==> config.mk <==
export PLATFORM = sky130hd
export DESIGN_NAME = shift_pattern_decoder_flat
export DESIGN_NICKNAME = d
export VERILOG_FILES = /design/src/rtl/shift_pkg.sv /design/src/rtl/shift_pattern_decoder_if.sv /design/src/rtl/johnson_decode.sv /design/src/rtl/shift_pattern_decoder.sv /design/src/flat_wrapper.sv
export SDC_FILE = /design/constraint.sdc
export NUM_CORES = 1
export LEC_CHECK = 0
export CORE_MARGIN = 2
export CORE_UTILIZATION = 48
export DETAILED_ROUTE_END_ITERATION = 6
export GPL_TIMING_DRIVEN = 0
export PLACE_DENSITY = 0.71
export SYNTH_ARGS = -nofsm -noshare
export SYNTH_HDL_FRONTEND = slang
export SYNTH_HIERARCHICAL = 1
export SYNTH_SLANG_ARGS = --single-unit
==> constraint.sdc <==
create_clock -name clk -period 7.43 [get_ports clk]
set_input_delay 1.486 -clock clk [delete_from_list [all_inputs] [get_ports clk]]
set_output_delay 1.486 -clock clk [all_outputs]
set_load 0.005 [all_outputs]
==> src/rtl/shift_pkg.sv <==
// rtl/shift_pkg.sv - shared types, sizes and Johnson code helpers for the pattern decoder
package shift_pkg;

  localparam int WIDTH   = 8;
  localparam int SEQ_LEN = 2 * WIDTH;
  localparam int IDXW    = $clog2(SEQ_LEN);

  typedef enum logic [1:0] {HUNT, VERIFY, LOCKED} state_t;

  typedef logic [WIDTH-1:0] pat_t;
  typedef logic [IDXW-1:0]  idx_t;

  // Legal when the ones (or the zeros) form one run anchored at the LSB.
  function automatic logic is_johnson(input pat_t p);
    pat_t np;
    np = ~p;
    return ((p & (p + pat_t'(1))) == '0) || ((np & (np + pat_t'(1))) == '0);
  endfunction

  function automatic idx_t johnson_index(input pat_t p);
    int ones;
    ones = 0;
    for (int i = 0; i < WIDTH; i++) begin
      ones += int'(p[i]);
    end
    if ((p == '0) || p[0]) begin
      return idx_t'(ones);
    end
    return idx_t'(SEQ_LEN - ones);
  endfunction

endpackage

==> src/rtl/shift_pattern_decoder_if.sv <==
// rtl/shift_pattern_decoder_if.sv - pattern input and decoded status bundle
interface shift_pattern_decoder_if;
  import shift_pkg::*;

  pat_t       pattern;
  logic       sample;
  idx_t       index;
  logic       locked;
  logic       err;
  logic [7:0] err_count;

  modport master (
    output pattern, sample,
    input  index, locked, err, err_count
  );

  modport slave (
    input  pattern, sample,
    output index, locked, err, err_count
  );

endinterface

==> src/rtl/johnson_decode.sv <==
// rtl/johnson_decode.sv - combinational legality check and phase decode of one pattern
module johnson_decode
  import shift_pkg::*;
(
  input  pat_t pattern_i,
  output logic legal_o,
  output idx_t idx_o
);

  assign legal_o = is_johnson(pattern_i);
  assign idx_o   = johnson_index(pattern_i);

endmodule

==> src/rtl/shift_pattern_decoder.sv <==
// rtl/shift_pattern_decoder.sv - locks onto a Johnson sequence and flags illegal or out-of-order samples
module shift_pattern_decoder
  import shift_pkg::*;
#(
  parameter int LOCK_CNT = 3,
  parameter int LOSS_CNT = 2
) (
  input  logic                   clk,
  input  logic                   reset,
  shift_pattern_decoder_if.slave bus
);

  localparam int CW = $clog2(LOCK_CNT + 1);
  localparam int MW = $clog2(LOSS_CNT + 1);

  typedef logic [CW-1:0] confirm_t;
  typedef logic [MW-1:0] miss_t;

  state_t     state_q;
  idx_t       prev_q;
  idx_t       index_q;
  logic       locked_q;
  logic       err_q;
  logic [7:0] err_count_q;
  confirm_t   confirm_q;
  miss_t      miss_q;

  logic legal;
  idx_t idx;
  idx_t exp_idx;
  logic is_succ;
  logic is_hold;

  johnson_decode u_decode (
    .pattern_i (bus.pattern),
    .legal_o   (legal),
    .idx_o     (idx)
  );

  assign exp_idx = (prev_q == idx_t'(SEQ_LEN - 1)) ? '0 : prev_q + idx_t'(1);
  assign is_succ = legal && (idx == exp_idx);
  assign is_hold = legal && (idx == prev_q);

  always_ff @(posedge clk) begin
    if (reset) begin
      state_q     <= HUNT;
      prev_q      <= '0;
      index_q     <= '0;
      locked_q    <= 1'b0;
      err_q       <= 1'b0;
      err_count_q <= '0;
      confirm_q   <= '0;
      miss_q      <= '0;
    end else begin
      err_q <= 1'b0;
      if (bus.sample) begin
        case (state_q)
          HUNT: begin
            if (legal) begin
              prev_q    <= idx;
              index_q   <= idx;
              confirm_q <= '0;
              state_q   <= VERIFY;
            end
          end
          VERIFY: begin
            if (!legal) begin
              state_q <= HUNT;
            end else if (is_succ) begin
              prev_q    <= idx;
              index_q   <= idx;
              confirm_q <= confirm_q + confirm_t'(1);
              if (confirm_q == confirm_t'(LOCK_CNT - 1)) begin
                state_q  <= LOCKED;
                locked_q <= 1'b1;
                miss_q   <= '0;
              end
            end else if (!is_hold) begin
              prev_q    <= idx;
              index_q   <= idx;
              confirm_q <= '0;
            end
          end
          LOCKED: begin
            if (is_succ) begin
              prev_q  <= idx;
              index_q <= idx;
              miss_q  <= '0;
            end else if (!is_hold) begin
              err_q <= 1'b1;
              if (err_count_q != 8'hFF) begin
                err_count_q <= err_count_q + 8'd1;
              end
              // A legal wrong step resyncs the expected successor; illegal codes leave it alone.
              if (legal) begin
                prev_q  <= idx;
                index_q <= idx;
              end
              if (miss_q == miss_t'(LOSS_CNT - 1)) begin
                state_q  <= HUNT;
                locked_q <= 1'b0;
                miss_q   <= '0;
              end else begin
                miss_q <= miss_q + miss_t'(1);
              end
            end
          end
          default: state_q <= HUNT;
        endcase
      end
    end
  end

  assign bus.index     = index_q;
  assign bus.locked    = locked_q;
  assign bus.err       = err_q;
  assign bus.err_count = err_count_q;

endmodule

==> src/flat_wrapper.sv <==
// flat-port wrapper written by rule: the top's interface ports become plain ports
module shift_pattern_decoder_flat import shift_pkg::*;
#(
  parameter int LOCK_CNT = 3,
  parameter int LOSS_CNT = 2
)
  (clk, reset, bus_pattern, bus_sample, bus_index, bus_locked, bus_err, bus_err_count);
  shift_pattern_decoder_if bus_i ();
  input  logic clk;
  input  logic reset;
  input wire logic [$bits(bus_i.pattern)-1:0] bus_pattern;
  input wire logic [$bits(bus_i.sample)-1:0] bus_sample;
  output wire logic [$bits(bus_i.index)-1:0] bus_index;
  output wire logic [$bits(bus_i.locked)-1:0] bus_locked;
  output wire logic [$bits(bus_i.err)-1:0] bus_err;
  output wire logic [$bits(bus_i.err_count)-1:0] bus_err_count;
  assign bus_i.pattern = bus_pattern;
  assign bus_i.sample = bus_sample;
  assign bus_index = bus_i.index;
  assign bus_locked = bus_i.locked;
  assign bus_err = bus_i.err;
  assign bus_err_count = bus_i.err_count;
  shift_pattern_decoder #(.LOCK_CNT(LOCK_CNT), .LOSS_CNT(LOSS_CNT)) u_core (.clk(clk), .reset(reset), .bus(bus_i));
endmodule
## Yosys cells after proc, flatten, opt, wreduce, memory -nomap -nowiden

Cells that the tools add are included.

- Register bits after elaboration: 24
- Output and inout port bits: 14
- Word-level logic and storage cells: 109

- $add $sub $neg: 14
- Eq/ne operators: 19
- Mux-type cells: 43
- Bitwise logic cells: 7
- Reduce and logical (&&, ||, !) cells: 18

Operators with widths:

| kind | number |
|---|---|
| $mux W4 | 12 |
| $mux W2 | 17 |
| $add A8 B1 Y8 const B | 3 |
| $logic_not A8 Y1 | 3 |
| $pmux W4 S3 | 2 |
| $add A4 B1 Y4 | 4 |
| $and A8 B8 Y8 | 2 |
| $reduce_and A5 Y1 | 3 |
| $ne A2 B1 Y1 const B | 5 |
| $eq A4 B4 Y1 | 2 |
| $mux W1 | 8 |
| $ne A8 B8 Y1 const B | 1 |
| $not A8 Y8 | 1 |
| $pmux W2 S2 | 2 |
| $reduce_and A8 Y1 | 1 |
| $reduce_and A7 Y1 | 1 |
| $ne A3 B2 Y1 const B | 2 |
| $ne A3 B3 Y1 const B | 2 |
| $pmux W2 S3 | 1 |
| $reduce_and A6 Y1 | 1 |
| $add A2 B1 Y2 const B | 2 |
| $add A3 B1 Y4 | 1 |
| $add A4 B1 Y4 const B | 1 |
| $eq A2 B1 Y1 const B | 2 |
| other kinds (14) | 22 |

## Depth between registers and ports, before layout

- Depth after elaboration: 15
- Gate-level depth with buffers: 20
- Mapped depth without buffers: 18

## Hierarchy

Netlist, hierarchy kept.

By module, submodules not included:

| module | times used | cells each | area an instance (um2) |
|---|---|---|---|
| shift_pattern_decoder | 1 | 175 | 1542.7 |
| johnson_decode | 1 | 53 | 419.2 |

## Worst setup path before layout

OpenSTA, ideal clock, no wires.

- Kind: input -> register
- From: in bus_pattern[0]
- To: reg u_core.err_count_q[5] (netlist: u_core/bus.err_count[5])
- Setup time: 121 ps
- Arrival time: 5772 ps
- Data required time: 7309 ps
- Slack: 1537 ps
- Cell stages on the path: 19
- Cell sequence: inv_1 > fa_1 > fa_1 > fa_1 > inv_1 > ha_1 > inv_1 > fa_1 > nor3b_1 > nor2b_1 > a311oi_1 > buf_2 > xor2_1 > nor4_1 > nand2_1 > nand4_1 > buf_2 > nor4b_1 > mux2_2

- Cells in the longest elaborated chain, start to end: 13
- Elaborated cells between the ends (all ways): 28

RTL lines:

| element | line | source |
|---|---|---|
| start: declaration | flat_wrapper.sv:11 | `input wire logic [$bits(bus_i.pattern)-1:0] bus_pattern;` |
| $add A1 B1 Y2 | shift_pkg.sv:24 | `ones += int'(p[i]);` |
| $add A2 B1 Y3 | shift_pkg.sv:24 |  |
| $add A3 B1 Y4 | shift_pkg.sv:24 |  |
| $add A4 B1 Y4 (4 in series) | shift_pkg.sv:24 |  |
| $sub A1 B4 Y4 or $mux W4 (tied branches) | shift_pkg.sv:29, shift_pkg.sv:26 |  |
| $mux W4 (*) | shift_pkg.sv:29 | `return idx_t'(SEQ_LEN - ones);` |
| via u_core.idx[3] | shift_pattern_decoder.sv:29 | `idx_t idx;` |
| $eq A4 B4 Y1, on equally long branches | shift_pattern_decoder.sv:41, shift_pattern_decoder.sv:42 |  |
| $logic_and A1 B1 Y1, on equally long branches | shift_pattern_decoder.sv:41, shift_pattern_decoder.sv:42 |  |
| $not A1 Y1 (no line) | n/a |  |
| $reduce_and A5 Y1 (no line) (*) | n/a |  |
| end signal: assignment | shift_pattern_decoder.sv:92 | `err_count_q <= err_count_q + 8'd1;` |
| end: declaration | shift_pattern_decoder.sv:24 | `logic [7:0] err_count_q;` |

The timed path passes the listed nets; every way through them passes the cells marked *. The select of a mux whose other input is x is not followed.
A chain may end at the register's enable or synchronous reset.

## Final worst setup path

Ends and elaborated chain as after synthesis.

==> impl_results.md <==
* Time the final worst path needs with I/O delays and setup at 6.98 ns
* Capturing point of the worst reg2reg path: u_core/bus.err_count[5]$_SDFFE_PP0P_
* Post-Synthesis Mean Instance Area at 8.60 um^2
* Remaining max-slew budget at the tightest pin at 0.401
* Number of violations of the max-capacitance limit at 0
* Residual overflow from global routing at 0
* Class of the worst hold path: register to register
* Primary FF master, synth: dfxtp_1
* First-pass detailed-route iteration total at 4
* Crit-path most repeated cell: fa_1
* Count of placed standard cells in the final layout, fillers left out at 305
* Transition time of the tightest slew-check pin at 0.890 ns
* Initial standard-cell utilization of the core at 0.494
* NetSw at 0.000147 W
* Master of the slowest instance on the critical path: nor4_1
* Routed wirelength normalized by instance count at 13.6 um
* Max VDD drop at 115 uV
* Cells after DPL at 301
* Type of element launching the critical path: input pin
* Vias in the first global route at 1522
* Fill cell instance count of the final layout at 375
* Cell accounting for the most synthesized area: dfxtp_1
* Synth-to-Final Area Change at 18.6%
* Max Root-Sink Buffers at 2
* Number of clock sinks seen by CTS at 24
* Clock network fraction of total power at 0.270
* Setup TNS after final layout at 0 ns
* Final routed DRC violation total at 0
* Via-per-instance ratio at 5.74
* Clock latency on the worst-skew pair at 0.27 ns
* Netlist cell types at 50
* CP Max Fanout at 10
* Post-layout util at 0.586
* Category of the critical setup timing path: input pin to register
* Fraction of layout cells with a size suffix above 1 at 0.0706
* Number of instances in the synthesized netlist at 228
* GR Util met2 at 0.305
* Chip Width at 67.9 um
* Worst hold path endpoint: u_core/miss_q[1]$_SDFFE_PP0P_
* Most common library cell in the layout ignoring fill and taps: inv_1
* Leak pwr at 0.968 nW
* Number of register bits inferred by synthesis at 24
* Total Wirelength at 4130 um
* Sum of net half-perimeters after detailed placement at 3150 um
* Total routing resource utilization after global routing at 0.192
* Crit-path cells: clkdlybuf4s50_1 -> inv_1 -> fa_1 -> fa_1 -> fa_1 -> inv_1 -> ha_1 -> inv_1 -> fa_1 -> nor3b_1 -> nor2b_1 -> a311oi_1 -> buf_2 -> xor2_1 -> nor4_1 -> nand2_1 -> nand4_1 -> buf_2 -> nor4b_1 -> mux2_2
* Total standard cell area after synthesis at 0.00196 mm^2
* Post-DRT Antenna Nets at 0
* Power Total at 0.000429 W
* Slack of the worst reg-to-reg path at 4.99 ns
* Clock buffer count from CTS at 3
* Comb pwr share at 0.404
* Grt met3 use at 0.0247
* Largest net degree at the start of global routing at 15
* Final #Nets at 286
* CTS clock-pin slew for the worst setup and hold paths at 0.09 ns
* Die height at 67.9 um
* Data required time at the worst endpoint at 7.60 ns
* Switching share of power at 0.342
* Count of inserted antenna diode cells at 0
* Number of setup buffers added after CTS at 0
* Antenna violations before repair at 0
* Number of cells on the worst hold path at 2
* Clock skew at 0.00366 ns
* Worst R2R Start: u_core/prev_q[2]$_SDFFE_PP0P_
* Pint at 0.000282 W
* CTS tree: built
* Gpl congestion at 0.835
* Hold Crit Start: u_core/miss_q[1]$_SDFFE_PP0P_
* Post-synth ARST share at 0
* GRT met1 Usage at 0.277
* Endpoint class of the critical path: register
* Setup repair after global routing missed its margin: false
* Cell at the root of the clock tree: clkbuf_8
* Worst r2r path cells at 7
* Part of the power in registers at 0.326
* Number of endpoints with negative hold slack in the final report at 0
* Input/output buffers at 23
* Synth Warn # at 6
* Top area cells in the synthesized netlist: dfxtp_1 (24%), ha_1 (9.6%), mux2i_1 (5.6%)
* Data arrival time of the critical path at 7.14 ns
* I/O pins at 25
* Wire length of the first global-routing pass at 6920 um
* Count of endpoints failing setup in the final report at 0
* Count of hold buffers inserted by post-cts repair at 0
* Iteration-0 DRC Markers at 68
* Count of final max-slew check failures at 0
* Power per Cell Area at 184 mW/mm^2
* Number of synthesized flops with an enable pin at 0
* Number of H-tree branching levels at 1
* Post-cts repair resize count at 0
* Top-area cell type share of the netlist area at 0.245
* Maximum operating frequency at 0.143 GHz
* Via count at 1751
* Std cell rows at 23
* Fraction of the yosys area taken by sequential cells at 0.245
* Delay of the slowest critical-path stage at 0.74 ns
* Most frequent cells in the layout: inv_1 (26), dfxtp_1 (24), clkdlybuf4s50_1 (23), nor2_1 (16), ha_1 (15)
* Post-synthesis net count at 258
* Post-route clock period utilization at 0.939
* Total die area at 0.00461 mm^2
* Most crowded layer after global routing: met2
* Core area at 0.00397 mm^2
* Run status: finished, final reports clean
==> worst max path at each step <==
stage / startpoint / end / slack, ns / cells after the start
5_1_grt: bus_pattern[0] / u_core/bus.err_count[5]$_SDFFE_PP0P_ / 0.07 / 20
3_5_place_dp: bus_pattern[0] / u_core/bus.err_count[5]$_SDFFE_PP0P_ / 0.25 / 20
3_3_place_gp: bus_pattern[0] / u_core/bus.err_count[5]$_SDFFE_PP0P_ / 0.32 / 20
2_1_floorplan: bus_pattern[0] / u_core/bus.err_count[5]$_SDFFE_PP0P_ / 1.54 / 19
6_report: bus_pattern[0] / u_core/bus.err_count[5]$_SDFFE_PP0P_ / 0.45 / 20
4_1_cts: bus_pattern[0] / u_core/bus.err_count[5]$_SDFFE_PP0P_ / 0.51 / 20
==> layer usage <==
layer  wire length, um  vias to the layer above
met1              2040                      830
met4                27                        0
met3               194                        2
li1                  -                      879
met5                 0                        -
met2              1880                       40
==> sequential cells by signal (all words and copies together), names as in the netlist <==
signal	count
u_core/bus.err_count	8
u_core/bus.index	4
u_core/prev_q	4
u_core/confirm_q	2
u_core/miss_q	2
u_core/state_q	2
u_core/bus.err	1
u_core/bus.locked	1
==> Yosys cell counts (2+ instances only) <==
| cell | instances |
|---|---|
| inv_1 | 26 |
| dfxtp_1 | 24 |
| nor2_1 | 16 |
| ha_1 | 15 |
| a21oi_1 | 11 |
| mux2i_1 | 11 |
| nand3_1 | 11 |
| nand2_1 | 9 |
| o211ai_1 | 9 |
| nor2b_1 | 8 |
| o211a_1 | 8 |
| xor2_1 | 7 |
| clkbuf_1 | 5 |
| and2_1 | 4 |
| fa_1 | 4 |
| mux2_2 | 4 |
| nor4_1 | 4 |
| or4_1 | 4 |
| buf_2 | 3 |
| nand4_1 | 3 |
| o21ai_0 | 3 |
| o31ai_1 | 3 |
| xnor2_1 | 3 |
| a21o_1 | 2 |
| a41oi_1 | 2 |
| nor3b_1 | 2 |
| nor4b_1 | 2 |
| o22ai_1 | 2 |
| or3_1 | 2 |
==> power groups by stage <==
stage	Sequential (W)	Combinational (W)	Clock, W
finish	0.000140	0.000173	0.000116
global route	0.000141	0.000196	0.000123
CTS	0.000140	0.000173	0.000119
detailed placement	0.000143	0.000171	0
global placement	0.000143	0.000167	0
floorplan	0.000142	0.000132	0
==> area by class of cell <==
type / count / area, um^2 / share of cell area
plain buffers: 10 / 45.0 / 0.0194
clock buffers: 3 / 41.3 / 0.0178
clock inverters: 1 / 30.0 / 0.0129
inverters: 26 / 97.6 / 0.0420
multi-input cells: 168 / 1340 / 0.576
flip-flops and latches: 24 / 480 / 0.207
well taps: 50 / 62.6 / 0.0269
repair buffers: 23 / 230 / 0.0990
==> cells by family (layout without fill, tap and decap cells) <==
kind of cell,Yosys count,count (layout),share of synthesized area
flip-flops,24,24,0.245
buffers and inverters,36,63,0.0727
multiplexers,16,16,0.0848
adder cells (fa/ha/maj),19,19,0.136
XOR/XNOR,11,11,0.0568
AND/OR/NAND/NOR,70,70,0.198
AO/OA/AOI/OAI,52,52,0.207
==> per-stage QoR <==
step / hold slack [ns] / setup WS [ns] / instance area [um^2]
after floorplan: 0.412 / 1.54 / 1960
after global placement: 0.422 / 0.317 / 2250
after detailed placement: 0.432 / 0.249 / 2250
after CTS: 0.445 / 0.507 / 2330
after global routing: 0.460 / 0.0688 / 2330
final: 0.440 / 0.455 / 2330
==> critical path, delay by kind of cell <==
kind | cells | cell delay (ns)
xor+xnor | 1 | 0.09
fa+ha+maj | 5 | 2.15
buf+inv | 6 | 1.33
compound gates | 1 | 0.26
simple gates | 6 | 1.54
mux | 1 | 0.28
Note: power is estimated with default switching activity, not from simulation.
